==> config.mk <==
export PLATFORM = sky130hd
export DESIGN_NAME = lsu_bus_bridge
export DESIGN_NICKNAME = d
export VERILOG_FILES = /design/src/rtl/lsu_bus_pkg.sv /design/src/rtl/lsu_wbuf.sv /design/src/rtl/lsu_bus_bridge.sv
export SDC_FILE = /design/constraint.sdc
export NUM_CORES = 1
export LEC_CHECK = 0
export CAP_MARGIN = 20
export CORE_UTILIZATION = 46
export CTS_CLUSTER_SIZE = 28
export DETAILED_ROUTE_END_ITERATION = 10
export PLACE_DENSITY_LB_ADDON = 0.08
export SLEW_MARGIN = 20
export SYNTH_ARGS = -nofsm -noshare
export SYNTH_HDL_FRONTEND = slang
export SYNTH_SLANG_ARGS = --single-unit
==> constraint.sdc <==
create_clock -name i_clk -period 1.75 [get_ports i_clk]
set_clock_uncertainty 0.1 [all_clocks]
set_input_delay 0.2625 -clock i_clk [delete_from_list [all_inputs] [get_ports i_clk]]
set_output_delay 0.2625 -clock i_clk [all_outputs]
set_load 0.005 [all_outputs]
==> src/rtl/lsu_bus_pkg.sv <==
// lsu_bus_pkg
// Shared types for the LSU data-bus bridge.
//   bus_state_e : bridge FSM state encoding (IDLE, WRITE, READ, RESP)
package lsu_bus_pkg;

    typedef enum logic [1:0] {
        IDLE  = 2'd0,
        WRITE = 2'd1,
        READ  = 2'd2,
        RESP  = 2'd3
    } bus_state_e;

endpackage : lsu_bus_pkg

==> src/rtl/lsu_wbuf.sv <==
// lsu_wbuf
// Synchronous store-buffer FIFO. Entry type is a type parameter so the top
// can pass its {addr, byte_en, data} struct straight through.
// Ports:
//   i_clk, i_rst_n : clock, async active-low reset (buffer empties on reset)
//   i_push, i_data : enqueue; ignored while o_full
//   i_pop          : dequeue head; ignored while o_empty
//   o_data         : head entry (valid while !o_empty)
//   o_full/o_empty : flags derived from the registered pointers
module lsu_wbuf
#(
    parameter int  DEPTH = 2,
    parameter type T     = logic [7:0]
)
(
    input  logic i_clk,
    input  logic i_rst_n,
    input  logic i_push,
    input  T     i_data,
    input  logic i_pop,
    output T     o_data,
    output logic o_full,
    output logic o_empty
);

    localparam int IW = $clog2(DEPTH);
    localparam int PW = IW + 1;

    // Pointers carry one extra wrap bit: equal pointers mean empty, equal
    // index with differing wrap bit means full.
    logic [PW-1:0] wr_ptr_q, wr_ptr_d;
    logic [PW-1:0] rd_ptr_q, rd_ptr_d;
    T              mem_q [DEPTH];
    T              mem_d [DEPTH];
    logic          push_ok;
    logic          pop_ok;

    assign o_empty = (wr_ptr_q == rd_ptr_q);
    assign o_full  = (wr_ptr_q[PW-1] != rd_ptr_q[PW-1]) &&
                     (wr_ptr_q[IW-1:0] == rd_ptr_q[IW-1:0]);
    assign o_data  = mem_q[rd_ptr_q[IW-1:0]];

    // Push is judged on the registered full flag, so a push while full is
    // dropped even if the head pops in the same cycle.
    assign push_ok = i_push & ~o_full;
    assign pop_ok  = i_pop  & ~o_empty;

    always_comb begin
        mem_d    = mem_q;
        wr_ptr_d = wr_ptr_q;
        rd_ptr_d = rd_ptr_q;
        if (push_ok) begin
            mem_d[wr_ptr_q[IW-1:0]] = i_data;
            wr_ptr_d                = wr_ptr_q + PW'(1);
        end
        if (pop_ok) begin
            rd_ptr_d = rd_ptr_q + PW'(1);
        end
    end

    always_ff @(posedge i_clk or negedge i_rst_n) begin
        if (!i_rst_n) begin
            wr_ptr_q <= '0;
            rd_ptr_q <= '0;
            mem_q    <= '{default: '0};
        end else begin
            wr_ptr_q <= wr_ptr_d;
            rd_ptr_q <= rd_ptr_d;
            mem_q    <= mem_d;
        end
    end

endmodule : lsu_wbuf

==> src/rtl/lsu_bus_bridge.sv <==
// lsu_bus_bridge
// Bridges the LSU load port (level request, ack-terminated) and store port
// (one-cycle pulse per store) onto a single-master Wishbone-classic-style
// data bus. Stores are buffered and always drain before a load is issued.
// Ports:
//   i_clk, i_rst_n                     : clock, async active-low reset
//   i_lsu_read, i_r_lsu_addr           : load request / address
//   o_r_lsu_data, o_lsu_ack            : load data, one-cycle completion
//   i_lsu_write, i_w_lsu_*             : store pulse, address, byte en, data
//   o_wbuf_full, o_wbuf_ovf            : buffer full, sticky overflow
//   o_bus_cyc/stb/we/addr/sel/wdata    : registered bus request
//   i_bus_rdata, i_bus_ack             : bus response
//
// state | meaning
// ------+-------------------------------------------------------------
// IDLE  | no transfer; buffered store first, else pending load
// WRITE | store buffer head on the bus, waiting for ack
// READ  | load on the bus, waiting for ack
// RESP  | o_lsu_ack pulse with registered read data
module lsu_bus_bridge
    import lsu_bus_pkg::*;
#(
    parameter int AW         = 32,
    parameter int DW         = 32,
    parameter int WBUF_DEPTH = 2
)
(
    input  logic            i_clk,
    input  logic            i_rst_n,
    input  logic            i_lsu_read,
    input  logic [AW-1:0]   i_r_lsu_addr,
    output logic [DW-1:0]   o_r_lsu_data,
    output logic            o_lsu_ack,
    input  logic            i_lsu_write,
    input  logic [AW-1:0]   i_w_lsu_addr,
    input  logic [DW/8-1:0] i_w_lsu_byte_en,
    input  logic [DW-1:0]   i_w_lsu_data,
    output logic            o_wbuf_full,
    output logic            o_wbuf_ovf,
    output logic            o_bus_cyc,
    output logic            o_bus_stb,
    output logic            o_bus_we,
    output logic [AW-1:0]   o_bus_addr,
    output logic [DW/8-1:0] o_bus_sel,
    output logic [DW-1:0]   o_bus_wdata,
    input  logic [DW-1:0]   i_bus_rdata,
    input  logic            i_bus_ack
);

    localparam int BW = DW / 8;

    typedef struct packed {
        logic [AW-1:0] addr;
        logic [BW-1:0] be;
        logic [DW-1:0] data;
    } wbuf_entry_t;

    bus_state_e    state_q, state_d;
    logic          cyc_q, cyc_d;
    logic          we_q, we_d;
    logic [AW-1:0] addr_q, addr_d;
    logic [BW-1:0] sel_q, sel_d;
    logic [DW-1:0] wdata_q, wdata_d;
    logic [DW-1:0] rdata_q, rdata_d;
    logic          ack_q, ack_d;
    logic          ovf_q, ovf_d;

    wbuf_entry_t   wbuf_in;
    wbuf_entry_t   wbuf_head;
    logic          wbuf_pop;
    logic          wbuf_full;
    logic          wbuf_empty;

    assign wbuf_in = '{addr: i_w_lsu_addr, be: i_w_lsu_byte_en, data: i_w_lsu_data};

    lsu_wbuf #(
        .DEPTH (WBUF_DEPTH),
        .T     (wbuf_entry_t)
    ) u_wbuf (
        .i_clk   (i_clk),
        .i_rst_n (i_rst_n),
        .i_push  (i_lsu_write),
        .i_data  (wbuf_in),
        .i_pop   (wbuf_pop),
        .o_data  (wbuf_head),
        .o_full  (wbuf_full),
        .o_empty (wbuf_empty)
    );

    assign ovf_d = ovf_q | (i_lsu_write & wbuf_full);

    // Bus request fields are only loaded on leaving IDLE, so they stay
    // stable for the whole strobe. Every completion returns through IDLE,
    // which guarantees a low-strobe cycle between transfers.
    always_comb begin
        state_d  = state_q;
        cyc_d    = cyc_q;
        we_d     = we_q;
        addr_d   = addr_q;
        sel_d    = sel_q;
        wdata_d  = wdata_q;
        rdata_d  = rdata_q;
        ack_d    = 1'b0;
        wbuf_pop = 1'b0;
        case (state_q)
            IDLE: begin
                if (!wbuf_empty) begin
                    state_d = WRITE;
                    cyc_d   = 1'b1;
                    we_d    = 1'b1;
                    addr_d  = wbuf_head.addr;
                    sel_d   = wbuf_head.be;
                    wdata_d = wbuf_head.data;
                end else if (i_lsu_read) begin
                    state_d = READ;
                    cyc_d   = 1'b1;
                    we_d    = 1'b0;
                    addr_d  = i_r_lsu_addr;
                    sel_d   = '1;
                end
            end
            WRITE: begin
                if (i_bus_ack) begin
                    wbuf_pop = 1'b1;
                    cyc_d    = 1'b0;
                    state_d  = IDLE;
                end
            end
            READ: begin
                if (i_bus_ack) begin
                    rdata_d = i_bus_rdata;
                    ack_d   = 1'b1;
                    cyc_d   = 1'b0;
                    state_d = RESP;
                end
            end
            RESP: begin
                state_d = IDLE;
            end
            default: begin
                state_d = IDLE;
                cyc_d   = 1'b0;
            end
        endcase
    end

    always_ff @(posedge i_clk or negedge i_rst_n) begin
        if (!i_rst_n) begin
            state_q <= IDLE;
            cyc_q   <= 1'b0;
            we_q    <= 1'b0;
            addr_q  <= '0;
            sel_q   <= '0;
            wdata_q <= '0;
            rdata_q <= '0;
            ack_q   <= 1'b0;
            ovf_q   <= 1'b0;
        end else begin
            state_q <= state_d;
            cyc_q   <= cyc_d;
            we_q    <= we_d;
            addr_q  <= addr_d;
            sel_q   <= sel_d;
            wdata_q <= wdata_d;
            rdata_q <= rdata_d;
            ack_q   <= ack_d;
            ovf_q   <= ovf_d;
        end
    end

    assign o_bus_cyc    = cyc_q;
    assign o_bus_stb    = cyc_q;
    assign o_bus_we     = we_q;
    assign o_bus_addr   = addr_q;
    assign o_bus_sel    = sel_q;
    assign o_bus_wdata  = wdata_q;
    assign o_r_lsu_data = rdata_q;
    assign o_lsu_ack    = ack_q;
    assign o_wbuf_full  = wbuf_full;
    assign o_wbuf_ovf   = ovf_q;

endmodule : lsu_bus_bridge

==> summary.txt, run 1 <==
STA
  – RSZ-0062 raised after global routing: true
  – Fmax achieved: around 510 MHz
  – Setup TNS: -21970 ps
  – Final setup violation count: around 210
  – Max transition margin: 0.470
  – Fin crit period: slightly below 2000 ps
  – PnR worst setup slack: -192 ps
  – Hold Vio Cnt, Final: 0
  – Period utilization: 1.11
  – Final Max Tran Viols: 0
  – Tightest Pin Transition: around 800 ps

Synth
  – Area leader, netlist: dfrtp_1
  – Yosys reg bits: between 200 and 250
  – Post-synthesis sequential area ratio: 0.566
  – Post-Syn Area: around 11000 µm²
  – YS warnings: 0
  – Synth Flop Type: dfrtp_1
  – Top cells by area, synth: dfrtp_1 57%, mux2_2 24%, mux2i_1 2.9%
  – Post-synthesis async set-or-reset flop share: 1.00
  – Top cell type's share of synthesized area: 0.566
  – Synth cell count leaders: 246 x dfrtp_1, 234 x mux2_2, 36 x clkbuf_1, 34 x a32oi_1, 34 x o311ai_0
  – Avg Cell Area, Syn: 14.3 µm²
  – Post-synth EDFFs: 0
  – Most frequent cell after synthesis: dfrtp_1
  – Syn Nets: ~900
  – Yosys cell types: 40
  – Mapped Cells: 760

GRT
  – Vias in the first global route: 8122
  – Pin count of the biggest net entering global routing: 55
  – GRT overflow: 0
  – GRT Total Usage: 0.234
  – First-pass GRT wire length: 44600 µm
  – Initial antenna violation count: 1

Power and ir drop
  – Switch share: 0.336
  – Power Density: between 2000 and 2500 nW/µm²
  – Final Total Pwr: 34.1 mW
  – Comb pwr share: 0.540
  – Switching pwr: 11.5 mW
  – Static leakage: between 8 and 9 nW
  – Clock share of power: 0.154
  – Flop pwr share: 0.306
  – Cell Int Power: roughly 23 mW
  – IR drop worst, VDD: roughly 1400 µV

Layout
  – Layout area overhead: 51.5%
  – NumNets Final: around 1200
  – Fillers: 1509
  – Share of cells above drive strength 1: 0.368
  – Layout Utilization: 0.719
  – Ant. Diodes: 0

Detailed routing
  – Vias per std cell: 5.58
  – Vias: around 7800
  – DRT Pass-1 Iters: 4
  – Initial DRC Count: roughly 360
  – Met3 Routed Length: 1820 µm
  – Drt drc: 0
  – Total Wirelength: slightly above 30000 µm
  – Avg WL per Cell: ~22 µm
  – Met2 wire length: between 15000 and 20000 µm
  – Met1 Wirelength: ~13000 µm
  – Antenna-violating nets left: 0
  – Uppermost routed layer: met5

Placed design
  – # port buffers: between 200 and 250
  – Post-DP HPWL: about 18000 µm
  – Routability congestion estimate: approximately 0.78
  – Setup WS pre-CTS: -195 ps

Setup path
  – Worst EP required: roughly 2100 ps
  – Crit end category: register
  – Crit-path max FO: 8
  – Worst EP arrival: 2260 ps
  – Reg2Reg Setup Slack: -190 ps
  – WS Path Type: register to register
  – CP Launch Type: register

Clock network
  – Worst-path clk slew: roughly 60 ps
  – CTS sink cnt: 246
  – Inserted Clock Buffers: 27
  – Worst skew pair latency: ~530 ps
  – CTS tree: yes
  – H-Tree Depth: 1
  – Root Driver: clkbuf_16
  – Max clock buf depth: 3

Floorplan
  – Total die area: 24300 µm²
  – Core area: 22900 µm²
  – I/O Pins: approximately 240
  – Starting density of the core: 0.474
  – Die Ht: about 160 µm
  – Die X: 156 µm
  – Row count: between 50 and 60

Status
  – Failing checks: setup timing
  – Status: finished, violations left

Worst hold path
  – HP Class: primary input to register

Job
  – Max-cap violations: 0
layout make-up:
class                      count  area [µm²]  area share
tap                          313         392      0.0238
timing repair buffer         338        4000       0.243
clock inverter                 3        15.0    0.000912
inverter                       7        26.3     0.00160
clock buffer                  42         792      0.0481
multi-input combinational    443        5080       0.309
sequential                   246        6160       0.374
power groups by stage:
stage / combinational, mW / sequential, mW / clock [mW]
final: 18.4 / 10.4 / 5.24
after global routing: 19.6 / 10.8 / 5.57
after CTS: 16.0 / 10.4 / 5.33
after detailed placement: 14.1 / 10.4 / 0
after global placement: 13.6 / 10.2 / 0
after floorplan: 8.28 / 10.1 / 0
layout by cell type (no fill, tap or decap), types with 2 or more instances in the layout:
master / count
dfrtp_1: 242
clkdlybuf4s50_1: 136
mux2_4: 129
mux2_2: 107
dlymetal6s2s_1: 89
buf_4: 45
clkbuf_16: 33
mux2i_1: 32
nand4b_1: 32
and3_1: 32
a32oi_1: 25
buf_12: 24
o311ai_0: 22
dlygate4sd2_1: 13
o311ai_1: 12
a32oi_2: 9
clkbuf_1: 9
buf_16: 9
buf_6: 7
nand2_1: 6
clkbuf_8: 6
buf_8: 6
inv_1: 5
o22a_1: 4
ha_1: 3
clkinv_2: 3
dfrtp_2: 3
xor2_4: 2
xnor2_4: 2
nor2_4: 2
xnor2_1: 2
final timing paths:
path / startpoint / to / depth (start not counted)
max: u_wbuf.rd_ptr_q[1] / u_wbuf.mem_q[20] / 7
min: i_lsu_read / o_bus_we / 4
max reg2reg: u_wbuf.rd_ptr_q[1] / u_wbuf.mem_q[20] / 7
min reg2reg: o_wbuf_ovf / o_wbuf_ovf / 1
max in group asynchronous: i_rst_n / u_wbuf.mem_q[8] / 3
min in group asynchronous: i_rst_n / o_bus_addr[26] / 2
critical path: stages (launching register included):
cell	delay (ps)
dfrtp_2	450
xor2_4	210
buf_6	150
a21oi_4	170
buf_12	180
buf_12	120
buf_16	120
mux2_2	330
logic make-up after synthesis:
group                      count (synthesis)  share of synthesized area
adders and majority gates                  5                    0.00576
DFF                                      246                      0.566
buffers and inverters                     71                     0.0281
xor gates and xnor gates                   7                    0.00702
AOI/OAI and AO/OA                         85                     0.0685
and+or+nand+nor                           78                     0.0504
muxes                                    268                      0.274
layer usage:
metal | global-route usage | vias to the layer above
met2 | 0.395 | 227
met1 | 0.306 | 4006
met5 | 0 | -
met4 | 0.0626 | 2
met3 | 0.0506 | 45
li1 | - | 3492
flip-flops by register name, summed over array words and instances, names as in the netlist:
register / flops
u_wbuf.mem_q: 136
o_bus_cyc: 1
o_bus_sel: 4
o_lsu_ack: 1
o_r_lsu_data: 32
o_bus_wdata: 32
o_wbuf_ovf: 1
u_wbuf.wr_ptr_q: 2
u_wbuf.rd_ptr_q: 2
o_bus_we: 1
o_bus_addr: 32
state_q: 2
metrics by stage:
stage	area, µm²	cells	hold WS, ps
after floorplan	10900	760	-133
after global placement	14000	1292	67.4
after detailed placement	14000	1292	70.9
after CTS	15400	1358	56.2
after global routing	16500	1392	99.6
final	16500	1392	80.8
what timing repair did:
action	4_1_cts	5_1_grt
endpoints found under the hold margin	246	0
setup buffers	12	29
endpoints found under the setup margin	291	332
gates cloned	8	10
resized for setup	95	212
hold buffers	1	0
pin swaps	2	7
Note: power is estimated with default switching activity, not from simulation.
==> inputs of run 2 (changes only) <==
--- a/config.mk
+++ b/config.mk
@@ -7,5 +7,6 @@
 export LEC_CHECK = 0
 export CAP_MARGIN = 20
-export CORE_UTILIZATION = 46
+export CORE_UTILIZATION = 52
+export CTS_BUF_LIST = sky130_fd_sc_hd__clkbuf_8
 export CTS_CLUSTER_SIZE = 28
 export DETAILED_ROUTE_END_ITERATION = 10
==> constraint.sdc (replaced) <==
create_clock -name i_clk -period 1.81 [get_ports i_clk]
set_clock_uncertainty 0.1 [all_clocks]
set_input_delay 0.2715 -clock i_clk [delete_from_list [all_inputs] [get_ports i_clk]]
set_output_delay 0.2715 -clock i_clk [all_outputs]
set_load 0.1 [all_outputs]
==> summary.txt, run 2 (synthesis gave the netlist of run 1 again) <==
Setup path
  – Worst EP required: 1440 ps (-630 ps)
  – R2R cell count: 6 (-1)
  – RR Endpoint: u_wbuf.mem_q[135]
  – Ordered list of cells on the worst path: xor2_4 > buf_6 > nor2_4 > buf_12
  – Crit end category: primary output
  – WS Path Type: register to primary output
  – Max incr delay on CP: 520 ps (+70 ps)
  – Worst path top cell family by delay: flip-flops
  – Reg2Reg Setup Slack: -240 ps (-50 ps)
  – Worst reg2reg startpoint: u_wbuf.rd_ptr_q[1]
  – Worst EP arrival: 1700 ps (-560 ps)
  – Crit-path max FO: 2 (-6)
  – Critical path's slowest cell: dfrtp_4
  – CP Buf/Inv Count: 2 (-2)
  – Critical path depth: 4 (-3)
  – CP Launch Type: register

Layout
  – Final instance area: 18100 µm² (+10%)
  – Area of the multi-input gates: 5520 µm² (+8.6%)
  – NumNets Final: 1239 (+2.8%)
  – Final cell count without fillers: 1398 (+0.43%)
  – Largest reg by FF count: u_wbuf.mem_q
  – Commonest non-fill, non-tap cells in the layout: 242 x dfrtp_1, 165 x mux2_4, 137 x buf_12, 134 x clkdlybuf4s50_1, 71 x mux2_2
  – Share of cells above drive strength 1: 0.508 (+0.140)
  – Most common cell after layout, fill and taps aside: dfrtp_1
  – Flip-flop count of the largest register after layout: 136 (unchanged)
  – Fillers: 756 (-50%)
  – Register area: 6160 µm² (unchanged)
  – Layout area overhead: 66.9%

Floorplan
  – Total die area: 21500 µm² (-11%)
  – Core area: 20400 µm² (-11%)
  – Die Ht: 147 µm (-5.9%)
  – Starting density of the core: 0.534 (+0.0594)
  – I/O Pins: 243 (unchanged)
  – Die X: 147 µm (-5.9%)
  – Row count: 52 (-5.5%)

Detailed routing
  – DRT Pass-1 Iters: 7 (+3)
  – Drt drc: 0 (unchanged)
  – Vias: 8859 (+14%)
  – Antenna-violating nets left: 0 (unchanged)
  – Total Wirelength: 41100 µm (+33%)
  – Initial DRC Count: 699 (+94%)
  – Avg WL per Cell: 29.4 µm (+33%)
  – Vias per std cell: 6.34 (+13%)

Clock network
  – Inserted Clock Buffers: 41 (+52%)
  – Max clock buf depth: 3 (unchanged)
  – Root Driver: clkbuf_8
  – H-Tree Depth: 2 (+1)
  – CTS sink cnt: 246 (unchanged)
  – Worst skew pair latency: 550 ps (+20 ps)
  – CTS tree: yes
  – Worst-path clk slew: 60 ps (about the same)

STA
  – Tightest Pin Transition: 554 ps (-239 ps)
  – RSZ-0062 raised after global routing: true
  – Hold Vio Cnt, Final: 0 (unchanged)
  – Final setup violation count: 214 (+4.4%)
  – Period utilization: 1.14
  – PnR worst setup slack: -259 ps (-66.8 ps)
  – Fmax achieved: just under 500 MHz
  – Max transition margin: 0.630 (+0.161)
  – Final Max Tran Viols: 0 (unchanged)
  – Fin crit period: 2070 ps
  – Setup TNS: -28740 ps (-6760 ps)

Status
  – Failing checks: setup timing
  – Status: finished, violations left

Placed design
  – # port buffers: 242 (unchanged)
  – Routability congestion estimate: 0.783 (+0.35%)
  – Setup WS pre-CTS: -199 ps (-4.02 ps)
  – Post-DP HPWL: 19100 µm (+7.6%)
  – Cell count after placement: 1245 (-3.6%)
  – Post-DP Area: 14900 µm² (+6.7%)

GRT
  – Vias in the first global route: 9072 (+12%)
  – Pin count of the biggest net entering global routing: 92 (+67%)
  – GRT overflow: 0 (unchanged)
  – First-pass GRT wire length: 51200 µm (+15%)
  – GRT Total Usage: 0.307 (+0.0726)
  – Initial antenna violation count: 2 (+1)

Job
  – Max-cap violations: 0 (unchanged)

Worst hold path
  – HP Class: primary input to asynchronous set/reset pin
-- run 2: worst max path at each step --
| stage | from | endpoint | slack, ps |
|---|---|---|---|
| detailed placement | state_q[0] | o_bus_addr[26] | -200 |
| global route | u_wbuf.rd_ptr_q[0] | o_wbuf_full | -290 |
| CTS | u_wbuf.rd_ptr_q[0] | o_wbuf_full | -220 |
| finish | u_wbuf.rd_ptr_q[0] | o_wbuf_full | -260 |
| floorplan | u_wbuf.wr_ptr_q[0] | o_bus_wdata[10] | -30 |
| global placement | i_lsu_write | u_wbuf.mem_q[6] | -130 |
-- run 2: repair_timing --
| action | in CTS | in global routing |
|---|---|---|
| setup endpoints to repair | 140 | 241 |
| setup buffers | 25 | 30 |
| cloned | 16 | 14 |
| hold buffers | 1 | 0 |
| pin swaps | 5 | 26 |
| endpoints found under the hold margin | 246 | 0 |
| resized for setup | 101 | 229 |
-- run 2: metrics by stage --
step	hold WS (ps)	utilization
global route	63.7	0.891
global placement	26.5	0.733
detailed placement	29.8	0.733
finish	58.0	0.891
floorplan	-124	-
CTS	68.2	0.825
-- run 2: area by class of cell --
class / instances / share of cell area
diodes: 1 / 0.000138
clock buffers: 49 / 0.0372
clock inverters: 24 / 0.00552
inverters: 7 / 0.00145
multi-input cells: 443 / 0.304
flip-flops and latches: 246 / 0.340
well taps: 270 / 0.0186
repair buffers: 358 / 0.293
-- run 2: routing by layer --
metal	global-route usage	routed length (µm)	vias to the layer above
met4	0.115	1610	2
met3	0.0581	2880	132
met2	0.533	21300	549
met1	0.379	15400	4602
li1	-	-	3574
met5	0	11	-
Power of run 2 is not shown: default switching activity piles up to over one toggle a cycle in this logic, so the estimate is an artifact.
==> inputs of run 3 (changes only) <==
- SETUP_SLACK_MARGIN: default -> 0.5
==> summary.txt, run 3 (synthesis gave the netlist of run 1 again) <==
Floorplan
  – I/O Pins: 243 (unchanged)
  – Starting density of the core: 0.534 (unchanged)
  – Total die area: 21500 µm² (unchanged)
  – Die X: 147 µm (unchanged)
  – Core area: 20400 µm² (unchanged)
  – Die Ht: 147 µm (unchanged)
  – Row count: 52 (unchanged)

Setup path
  – Worst EP arrival: 2830 ps (+1130 ps)
  – Crit-path max FO: 22 (+20)
  – WS Path Type: register to register
  – Crit end category: register
  – CP Launch Type: register
  – Worst EP required: 2090 ps (+650 ps)

STA
  – Final setup violation count: 216 (+0.93%)
  – RSZ-0062 raised after global routing: true
  – Worst hold slack: 27.0 ps (-30.9 ps)
  – Tightest Pin Transition: 800 ps (+246 ps)
  – Period utilization: 1.40 (+0.261)
  – Max transition margin: 0.452 (-0.179)
  – Fmax achieved: 393 MHz (-19%)
  – Fin crit period: 2540 ps (+473 ps)
  – PnR worst setup slack: -732 ps (-473 ps)
  – Final Max Tran Viols: 0 (unchanged)
  – Hold Vio Cnt, Final: 0 (unchanged)

GRT
  – Pin count of the biggest net entering global routing: 80 (-13%)
  – Initial antenna violation count: 1 (-1)
  – First-pass GRT wire length: 58200 µm (+14%)
  – GRT busiest layer: met2
  – GR Util met3: 0.0819 (+0.0238)
  – Met2 Track Usage GR: 0.602 (+0.0692)
  – Vias in the first global route: 9385 (+3.5%)
  – GRT overflow: 0 (unchanged)
  – GRT Total Usage: 0.359 (+0.0524)
  – Met1 usage: 0.443 (+0.0638)

Detailed routing
  – Vias: 10400 (+18%)
  – Antenna-violating nets left: 0 (unchanged)
  – Drt drc: 0 (unchanged)
  – DRT Pass-1 Iters: 8 (+1)
  – Initial DRC Count: 1066 (+53%)
  – Vias per std cell: 7.08 (+12%)
  – Avg WL per Cell: 38.6 µm (+31%)
  – Total Wirelength: 57000 µm (+39%)

Job
  – Max-cap violations: 0 (unchanged)

Status
  – Failing checks: setup timing
  – Status: finished, violations left

Clock network
  – CTS sink cnt: 246 (unchanged)
  – Inserted Clock Buffers: 42 (+2.4%)
  – Worst skew pair latency: 580 ps (+30 ps)
  – CTS tree: yes
  – H-Tree Depth: 2 (unchanged)
  – Max clock buf depth: 3 (unchanged)
  – Worst-path clk slew: 70 ps (about the same)
  – Root Driver: clkbuf_8

Placed design
  – Post-DP HPWL: 18500 µm (-2.8%)
  – Post-DP Area: 15300 µm² (+2.6%)
  – # port buffers: 242 (unchanged)
  – Routability congestion estimate: 0.797 (+1.7%)
  – Setup WS pre-CTS: -141 ps (+57.5 ps)

Layout
  – Layout Utilization: 0.951 (+0.0602)
  – Fillers: 405 (-46%)
  – NumNets Final: 1318 (+6.4%)
  – Most common cell after layout, fill and taps aside: dfrtp_1
  – Flip-flop count of the largest register after layout: 136 (unchanged)
  – Share of cells above drive strength 1: 0.553 (+0.0447)
  – Largest reg by FF count: u_wbuf.mem_q
  – Layout area overhead: 78.2%
  – Final instance area: 19400 µm² (+6.8%)
  – Commonest non-fill, non-tap cells in the layout: 224 x dfrtp_1, 206 x mux2_4, 146 x buf_12, 134 x clkdlybuf4s50_1, 73 x buf_4

Worst hold path
  – HP Class: primary input to asynchronous set/reset pin
==> run 3: cell types whose count changed in the layout (fill, tap and decap cells not counted), sizes merged <==
cell,previous run,this run
buf,208,291
clkbuf,62,57
clkinv,2,5
inv,28,25
bufbuf,2,1
==> run 3: layer usage <==
layer | part of all wire | wire, µm
met1 | 0.31 | 17700
met2 | 0.46 | 26200
met3 | 0.12 | 6730
met4 | 0.11 | 6320
met5 | 0.0014 | 77
==> run 3: final timing paths <==
check | from | endpoint | slack (ps) | depth (start not counted)
worst min register to register | u_wbuf.mem_q[50] | u_wbuf.mem_q[50] | 420 | 1
min in group i_clk | i_lsu_read | o_bus_addr[4] | 220 | 3
worst min-delay path | i_rst_n | u_wbuf.mem_q[59] | 30 | 2
worst max register to register | state_q[1] | o_bus_addr[5] | -730 | 6
max in group asynchronous | i_rst_n | o_bus_addr[5] | 790 | 3
worst max-delay path | state_q[1] | o_bus_addr[5] | -730 | 6
==> run 3: cell type report <==
cell class | count | area, µm² | area share
Multi-Input combinational cell | 443 | 5660 | 0.292
Timing Repair Buffer | 436 | 6390 | 0.330
Sequential cell | 246 | 6190 | 0.320
Antenna cell | 1 | 2.50 | 0.000129
Inverter | 7 | 26.3 | 0.00136
Tap cell | 270 | 338 | 0.0174
Clock inverter | 24 | 100 | 0.00517
Clock buffer | 48 | 661 | 0.0341
==> run 3: critical path: stages, from the launching register on <==
cell and delay (ps):
dfrtp_1 430, inv_2 160, ha_4 270, inv_2 300
buf_12 290, a32oi_2 510, o311ai_1 260
==> run 3: what timing repair did <==
action | CTS | global route
hold endpoints to repair | 246 | 0
setup endpoints to repair | 351 | 351
hold buffers | 1 | 0
pin swaps | 26 | 38
buffers inserted | 55 | 63
gates resized for setup | 186 | 125
gates cloned | 29 | 10
==> run 3: metrics by stage <==
| step | instances | TNS (ps) |
|---|---|---|
| after floorplan | 760 | 0 |
| after global placement | 1244 | -6580 |
| after detailed placement | 1244 | -7390 |
| after CTS | 1401 | -24110 |
| after global routing | 1475 | -69960 |
| final | 1475 | -70170 |
Power of run 3 is left out for the same reason.
